$ cat src/rtl/logic_operand_queue_if.sv
// Request/issue bundle between the upstream source, the operand queue and the
// 4-bit logic units. The queue takes the slave modport; the driving side takes master.
interface logic_operand_queue_if #(
  parameter int WIDTH = 4,
  parameter int DEPTH = 2,
  parameter int CNTW  = 8
);
  localparam int LW = $clog2(DEPTH) + 1;

  logic             in_valid;
  logic             in_ready;
  logic [1:0]       in_op;
  logic [WIDTH-1:0] in_a;
  logic [WIDTH-1:0] in_b;
  logic             out_valid;
  logic             out_ready;
  logic [1:0]       out_op;
  logic [WIDTH-1:0] out_a;
  logic [WIDTH-1:0] out_b;
  logic [LW-1:0]    level;
  logic [CNTW-1:0]  issue_cnt;

  modport master (
    output in_valid, in_op, in_a, in_b, out_ready,
    input  in_ready, out_valid, out_op, out_a, out_b, level, issue_cnt
  );

  modport slave (
    input  in_valid, in_op, in_a, in_b, out_ready,
    output in_ready, out_valid, out_op, out_a, out_b, level, issue_cnt
  );
endinterface

$ cat src/rtl/logic_operand_queue.sv
// DEPTH-entry registered FIFO of {op, a, b} requests feeding the 4-bit logic
// units; the head entry drives the unit operand inputs directly.
module logic_operand_queue #(
  parameter int WIDTH = 4,
  parameter int DEPTH = 2,
  parameter int CNTW  = 8
) (
  input  logic                  clk,
  input  logic                  rst_n,
  logic_operand_queue_if.slave  bus
);
  localparam int PW = $clog2(DEPTH);
  localparam int LW = PW + 1;

  // Valid/ready: a transfer happens on a rising edge where valid and ready are
  // both 1; a source holding valid=1 keeps its payload stable until accepted.
  logic [PW-1:0]    wr_ptr_q, wr_ptr_d;
  logic [PW-1:0]    rd_ptr_q, rd_ptr_d;
  logic [LW-1:0]    level_q, level_d;
  logic [CNTW-1:0]  issue_cnt_q, issue_cnt_d;
  logic [1:0]       op_mem_q [DEPTH];
  logic [WIDTH-1:0] a_mem_q  [DEPTH];
  logic [WIDTH-1:0] b_mem_q  [DEPTH];

  logic in_ready;
  logic out_valid;
  logic push;
  logic pop;

  // Both flags come from level_q only, so out_ready never reaches in_ready.
  assign in_ready  = (level_q != LW'(DEPTH));
  assign out_valid = (level_q != '0);
  assign push      = bus.in_valid & in_ready;
  assign pop       = out_valid & bus.out_ready;

  always_comb begin
    wr_ptr_d    = wr_ptr_q;
    rd_ptr_d    = rd_ptr_q;
    level_d     = level_q;
    issue_cnt_d = issue_cnt_q;
    if (push) begin
      wr_ptr_d = wr_ptr_q + PW'(1);
    end
    if (pop) begin
      rd_ptr_d    = rd_ptr_q + PW'(1);
      issue_cnt_d = issue_cnt_q + CNTW'(1);
    end
    case ({push, pop})
      2'b10:   level_d = level_q + LW'(1);
      2'b01:   level_d = level_q - LW'(1);
      default: level_d = level_q;
    endcase
  end

  always_ff @(posedge clk or negedge rst_n) begin
    if (!rst_n) begin
      wr_ptr_q    <= '0;
      rd_ptr_q    <= '0;
      level_q     <= '0;
      issue_cnt_q <= '0;
    end else begin
      wr_ptr_q    <= wr_ptr_d;
      rd_ptr_q    <= rd_ptr_d;
      level_q     <= level_d;
      issue_cnt_q <= issue_cnt_d;
    end
  end

  // Storage is cleared on reset so a discarded entry can never resurface.
  always_ff @(posedge clk or negedge rst_n) begin
    if (!rst_n) begin
      for (int i = 0; i < DEPTH; i++) begin
        op_mem_q[i] <= '0;
        a_mem_q[i]  <= '0;
        b_mem_q[i]  <= '0;
      end
    end else if (push) begin
      op_mem_q[wr_ptr_q] <= bus.in_op;
      a_mem_q[wr_ptr_q]  <= bus.in_a;
      b_mem_q[wr_ptr_q]  <= bus.in_b;
    end
  end

  assign bus.in_ready  = in_ready;
  assign bus.out_valid = out_valid;
  assign bus.out_op    = out_valid ? op_mem_q[rd_ptr_q] : '0;
  assign bus.out_a     = out_valid ? a_mem_q[rd_ptr_q]  : '0;
  assign bus.out_b     = out_valid ? b_mem_q[rd_ptr_q]  : '0;
  assign bus.level     = level_q;
  assign bus.issue_cnt = issue_cnt_q;
endmodule

$ cat src/flat_wrapper.sv
// flat-port wrapper written by rule: the top's interface ports become plain ports
module logic_operand_queue_flat 
#(
  parameter int WIDTH = 4,
  parameter int DEPTH = 2,
  parameter int CNTW  = 8
)
  (clk, rst_n, bus_in_valid, bus_in_op, bus_in_a, bus_in_b, bus_out_ready, bus_in_ready, bus_out_valid, bus_out_op, bus_out_a, bus_out_b, bus_level, bus_issue_cnt);
  logic_operand_queue_if #(.WIDTH(WIDTH), .DEPTH(DEPTH), .CNTW(CNTW)) bus_i ();
  input  logic clk;
  input  logic rst_n;
  input wire logic [$bits(bus_i.in_valid)-1:0] bus_in_valid;
  input wire logic [$bits(bus_i.in_op)-1:0] bus_in_op;
  input wire logic [$bits(bus_i.in_a)-1:0] bus_in_a;
  input wire logic [$bits(bus_i.in_b)-1:0] bus_in_b;
  input wire logic [$bits(bus_i.out_ready)-1:0] bus_out_ready;
  output wire logic [$bits(bus_i.in_ready)-1:0] bus_in_ready;
  output wire logic [$bits(bus_i.out_valid)-1:0] bus_out_valid;
  output wire logic [$bits(bus_i.out_op)-1:0] bus_out_op;
  output wire logic [$bits(bus_i.out_a)-1:0] bus_out_a;
  output wire logic [$bits(bus_i.out_b)-1:0] bus_out_b;
  output wire logic [$bits(bus_i.level)-1:0] bus_level;
  output wire logic [$bits(bus_i.issue_cnt)-1:0] bus_issue_cnt;
  assign bus_i.in_valid = bus_in_valid;
  assign bus_i.in_op = bus_in_op;
  assign bus_i.in_a = bus_in_a;
  assign bus_i.in_b = bus_in_b;
  assign bus_i.out_ready = bus_out_ready;
  assign bus_in_ready = bus_i.in_ready;
  assign bus_out_valid = bus_i.out_valid;
  assign bus_out_op = bus_i.out_op;
  assign bus_out_a = bus_i.out_a;
  assign bus_out_b = bus_i.out_b;
  assign bus_level = bus_i.level;
  assign bus_issue_cnt = bus_i.issue_cnt;
  logic_operand_queue #(.WIDTH(WIDTH), .DEPTH(DEPTH), .CNTW(CNTW)) u_core (.clk(clk), .rst_n(rst_n), .bus(bus_i));
endmodule
$ cat config.mk
export PLATFORM = sky130hd
export DESIGN_NAME = logic_operand_queue_flat
export DESIGN_NICKNAME = d
export VERILOG_FILES = /design/src/rtl/logic_operand_queue_if.sv /design/src/rtl/logic_operand_queue.sv /design/src/flat_wrapper.sv
export SDC_FILE = /design/constraint.sdc
export NUM_CORES = 1
export LEC_CHECK = 0
export ABC_AREA = 1
export ABC_CLOCK_PERIOD_IN_PS = 2700
export BUFFER_PORTS_ARGS = -buffer_cell sky130_fd_sc_hd__buf_2
export CAP_MARGIN = 20
export CORE_MARGIN = 8
export CORE_UTILIZATION = 30
export DETAILED_ROUTE_END_ITERATION = 7
export PLACE_DENSITY = 0.5
export SLEW_MARGIN = 40
export SYNTH_ARGS = -nofsm -noshare
export SYNTH_HDL_FRONTEND = slang
export SYNTH_SLANG_ARGS = --single-unit
$ cat constraint.sdc
create_clock -name clk -period 2.7 [get_ports clk]
set_input_delay 0.27 -clock clk [delete_from_list [all_inputs] [get_ports clk]]
set_output_delay 0.27 -clock clk [all_outputs]
set_load 0.005 [all_outputs]
# Word level (Yosys, flattened, before mapping)
# Index checks and enable logic that the tools add are counted.
# Widths: inputs -> output; s select.
# totals
latch_bits	0
n_memories	0
register_bits	32
ram_bits	0
input_bits	14
mem_bits_ro	0
out_inout_bits	22
word_cells	48
# op_classes
muxes	20
n_div	0
n_lt_le_gt_ge	3
n_eq_ne	3
n_reduce_logical	3
n_addsub	5
shift	0
multipliers	0
bitwise_logic	4
# op_table
operator	count
$mux 4	9
$bwmux 8	2
$mux 2	5
$add 8x1->8 const B	1
$bwmux 4	1
$demux 4 s1	1
$ge 2x2->1 const B	2
$not 1->2	2
$pmux 2 s2	1
$reduce_bool 2->1	2
$add 1x1->1 const B	2
$add 2x1->2 const B	1
$and 1x1->1	2
$demux 2 s1	1
$eq 2x1->1 const B	1
$eq 2x2->1 const B	1
$lt 2x1->1 const B	1
$ne 2x2->1 const B	1
$sub 2x1->2 const B	1
$logic_and 1x1->1	1

# Depth between registers and ports, before layout
# depth
depth_word	6
ltp_mapped	7

# Worst setup path before layout
# OpenSTA, ideal clock, no wires.
# synth_path
kind	flip-flop to flip-flop
from	reg u_core.level_q[0] (netlist: u_core.bus.level[0])
to	reg u_core.level_q[1] (netlist: u_core.bus.level[1])
period_less_slack_ns	1.483
path_stages_with_launch	7
path_slack_ns	1.217
arrival_time_ns	1.353
path_buffers	0
path_cell_list	dfrtp_1 > nor2_1 > nor2_4 > ha_1 > a21oi_1 > o21ai_0 > xor2_1
# synth_via
elab_chain_len	4
word_cells_on_any_way	10
cone_classes	add/sub: 2; eq/ne: 3; mux: 1; bitwise: 2; reduce/logical: 2
# synth_lines
element	line_no	rtl
start: declaration	logic_operand_queue.sv:19	logic [LW-1:0] level_q, level_d;
start signal: assignment	logic_operand_queue.sv:64	level_q <= level_d;
$reduce_bool 2->1 *	logic_operand_queue.sv:32	assign out_valid = (level_q != '0);
$and 1x1->1 *	logic_operand_queue.sv:34	assign pop = out_valid & bus.out_ready;
via u_core.pop	logic_operand_queue.sv:28	logic pop;
$eq 2x1->1 or $eq 2x2->1 (tied branches)	logic_operand_queue.sv:48	case ({push, pop})
$pmux 2 s2 or $reduce_bool 2->1 (tied branches)	--	
# The timed path passes the listed nets; every way through them passes the cells marked *.
# A chain may end at the register's enable or synchronous reset.

# Worst setup path in the final report
# layout_path
from	reg u_core.level_q[1] (netlist: u_core.bus.level[1])
to	out bus_out_b[2]
# layout_via
elab_chain_len	2
# layout_lines
element	line_no	rtl
$reduce_bool 2->1	logic_operand_queue.sv:32	
$mux 4	logic_operand_queue.sv:88	assign bus.out_b = out_valid ? b_mem_q[rd_ptr_q] : '0;
end: declaration	flat_wrapper.sv:21	output wire logic [$bits(bus_i.out_b)-1:0] bus_out_b;
# No other way between the ends.

==> flow_metrics.env <==
export IMPL_critical_path_endpoint_type="primary output"
export IMPL_final_cells=287
export IMPL_seq_power_share_pct=39.9
export IMPL_fp_coreArea_um2=5010
export IMPL_ios=36
export IMPL_grt_pass1_wl_um=5770
export IMPL_synth_nets=194
export IMPL_power_frac_clock_pct=20.6
export IMPL_first_iter_violations=51
export IMPL_postRouteWirelength_um=3360
export IMPL_critical_path_required_ns=2.43
export IMPL_die_h_um=87.3
export IMPL_rr_startpoint="u_core.bus.level[0]"
export IMPL_die_area_um2=7620
export IMPL_hold_start="bus_in_op[0]"
export IMPL_cts_setup_buffers=0
export IMPL_ir_worst_vdd_mv=0.479
export IMPL_port_buffers=35
export IMPL_critPathLaunch="u_core.bus.level[1]"
export IMPL_hold_class="in -> reg"
export IMPL_place_area_um2=1750
export IMPL_p_sw_share_pct=39.2
export IMPL_insertion_delay_ns=0.29
export IMPL_p_per_area_nw_per_um2=1180
export IMPL_rrSetupSlack_ns=1.15
export IMPL_cts_hold_fix_buffers=0
export IMPL_place_hpwl_um=2410
export IMPL_synth_xor_area_share_pct=4.02
export IMPL_drc=0
export IMPL_yosysTopAreaCell="dfrtp_1"
export IMPL_tns_ns=0
export IMPL_syn_to_final_growth_pct=22.7
export IMPL_cts_tree="yes"
export IMPL_rows=26
export IMPL_critPathKind="reg -> out"
export IMPL_firstDrtPassIters=4
export IMPL_pwr_share_comb_pct=39.5
export IMPL_num_vias=1212
export IMPL_cp_arrival_ns=1.55
export IMPL_critPathMaxFanout=12
export IMPL_die_w_um=87.3
export IMPL_grt_pass1_vias=1206
export IMPL_max_clock_freq_ghz=0.550
export IMPL_synth_compound_area_share_pct=11.2
export IMPL_crit_path_end="bus_out_b[2]"
export IMPL_worstMarginPinSlew_ns=0.513
export IMPL_grt_util_all_layers_pct=9.80
export IMPL_place_gp_congestion=0.722
export IMPL_ant_nets=0
export IMPL_maxCapViolCount=0
export IMPL_r2r_end="u_core.bus.level[1]"
export IMPL_wl_per_cell_um=11.7
export IMPL_grt_setup_unrepaired="no"
export IMPL_antenna_found_initial=0
export IMPL_grt_max_degree=33
export IMPL_hold_viol_final=0
export IMPL_maxSlewHeadroom_pct=65.8
export IMPL_setup_viol=0
export IMPL_synth_top_area_share_pct=52.5
export IMPL_synth_area_mux_share_pct=0
export IMPL_final_nets=232
export IMPL_syn_avg_cell_area_um2=8.56
export IMPL_ys_seq_area_share_pct=52.5
export IMPL_cts_resized_gates=0
export IMPL_synth_top_family_by_area="simple AND/OR/NAND/NOR gates"
export IMPL_synth_fa_ha_area_share_pct=1.64
export IMPL_place_ws_ns=1.14
export IMPL_grt_overflow=0
export IMPL_yosys_area_share_simple_pct=22.8
export IMPL_num_antenna_cells=0
export IMPL_syn_instance_count=178
export IMPL_start_util_pct=30.4
export IMPL_power_mw=2.22
export IMPL_yosys_register_bits=32
export IMPL_numPlacedInstances=278
export IMPL_internal_power_mw=1.35
export IMPL_skew_ns=0.00741
export IMPL_status="completed"
export IMPL_cellLeakagePower_nw=0.968
export IMPL_switching_power_uw=869
export IMPL_final_cell_mix="nand2_1, buf_2, dfrtp_1"
export IMPL_synth_cell_area_um2=1520
export IMPL_ff2ff_path_depth=6
export IMPL_ys_types=20
export IMPL_period_share_pct=67.3
export IMPL_slew_viol_final=0
export IMPL_final_area_um2=1870
export IMPL_root_buffer="clkbuf_8"
export IMPL_clkSinkCount=32
export IMPL_ys_warn_count=0
export IMPL_layout_commonest_cell="nand2_1"
export IMPL_drive_above_1_share_pct=24.0
export IMPL_fin_crit_ns=1.82
export IMPL_clkTransAtPathRegs_ns=0.07
export IMPL_clock_path_buffers=2
export IMPL_start_kind="register"
export IMPL_viasPerCell=4.22
export IMPL_cts_buffers=5
export IMPL_htreeDepth=2
export IMPL_fin_ws_ns=0.882
export IMPL_synth_area_leaders="dfrtp_1, nand2_1, o21ai_0"
area by class of cell:
cell class	count	area (µm²)
clock buffers	5	68.8
clock inverters	3	42.5
fillers	551	3140
inverters	21	78.8
multi-input cells	120	604
flip-flops and latches	32	801
well taps	70	87.6
repair buffers	36	188
worst min-delay path by stage:
| stage | end | cells past startpoint |
|---|---|---|
| 5_1_grt | u_core.op_mem_q[2] | 3 |
| 2_1_floorplan | u_core.a_mem_q[0] | 0 |
| 3_5_place_dp | u_core.bus.issue_cnt[1] | 1 |
| 4_1_cts | u_core.rd_ptr_q | 1 |
| 3_3_place_gp | u_core.bus.issue_cnt[1] | 1 |
| 6_report | u_core.op_mem_q[2] | 3 |
logic make-up (layout without fill, tap and decap cells):
group | count (synthesis) | after routing
adders and majority gates | 2 | 2
xor gates and xnor gates | 7 | 7
DFF | 32 | 32
buffers and inverters | 26 | 65
and+or+nand+nor | 77 | 77
AOI/OAI and AO/OA | 34 | 34
flip-flops by register name (all words and copies together) (netlist names):
| register | count |
|---|---|
| u_core.rd_ptr_q | 1 |
| u_core.wr_ptr_q | 1 |
| u_core.bus.level | 2 |
| u_core.op_mem_q | 4 |
| u_core.b_mem_q | 8 |
| u_core.bus.issue_cnt | 8 |
| u_core.a_mem_q | 8 |
synthesized netlist by cell type:
master    instances
xnor2_1           3
inv_1            19
nor2_4            2
nor2_8            1
a21oi_1          11
buf_8             1
clkbuf_1          1
nand2_4           2
nand2_2           2
nand3_1           2
dfrtp_1          32
nor2_1            6
inv_2             2
xor2_1            4
o21ai_0          23
nand2_1          60
buf_2             2
ha_1              2
buf_6             1
nand4_1           2
power by group through the flow:
stage	combinational (mW)	clock, mW	sequential [mW]
floorplan	0.624	0	0.836
global placement	0.899	0	0.891
detailed placement	0.904	0	0.894
CTS	0.906	0.474	0.889
global route	1.02	0.494	0.925
finish	0.876	0.456	0.884
metal layers:
layer	track usage [%]	part of all wire (%)	up-vias
met5	0	0	-
met4	5.63	2.4	0
met3	3.68	6.4	7
met2	14.4	47	21
met1	11.9	44	548
li1	-	-	636
worst max-delay path: stages (launching register included):
cell and delay, ns:
dfrtp_1 0.44, inv_1 0.09, nand2_1 0.30, o21ai_0 0.16
a21oi_1 0.15, buf_2 0.13
stage by stage:
stage / hold slack [ns] / util [%]
2_1_floorplan: -0.0256 / -
3_3_place_gp: 0.387 / 34.9
3_5_place_dp: 0.381 / 34.9
4_1_cts: 0.0631 / 37.1
5_1_grt: 0.186 / 37.3
6_report: 0.202 / 37.3
No activity file was read; power rests on OpenSTA's default activity.
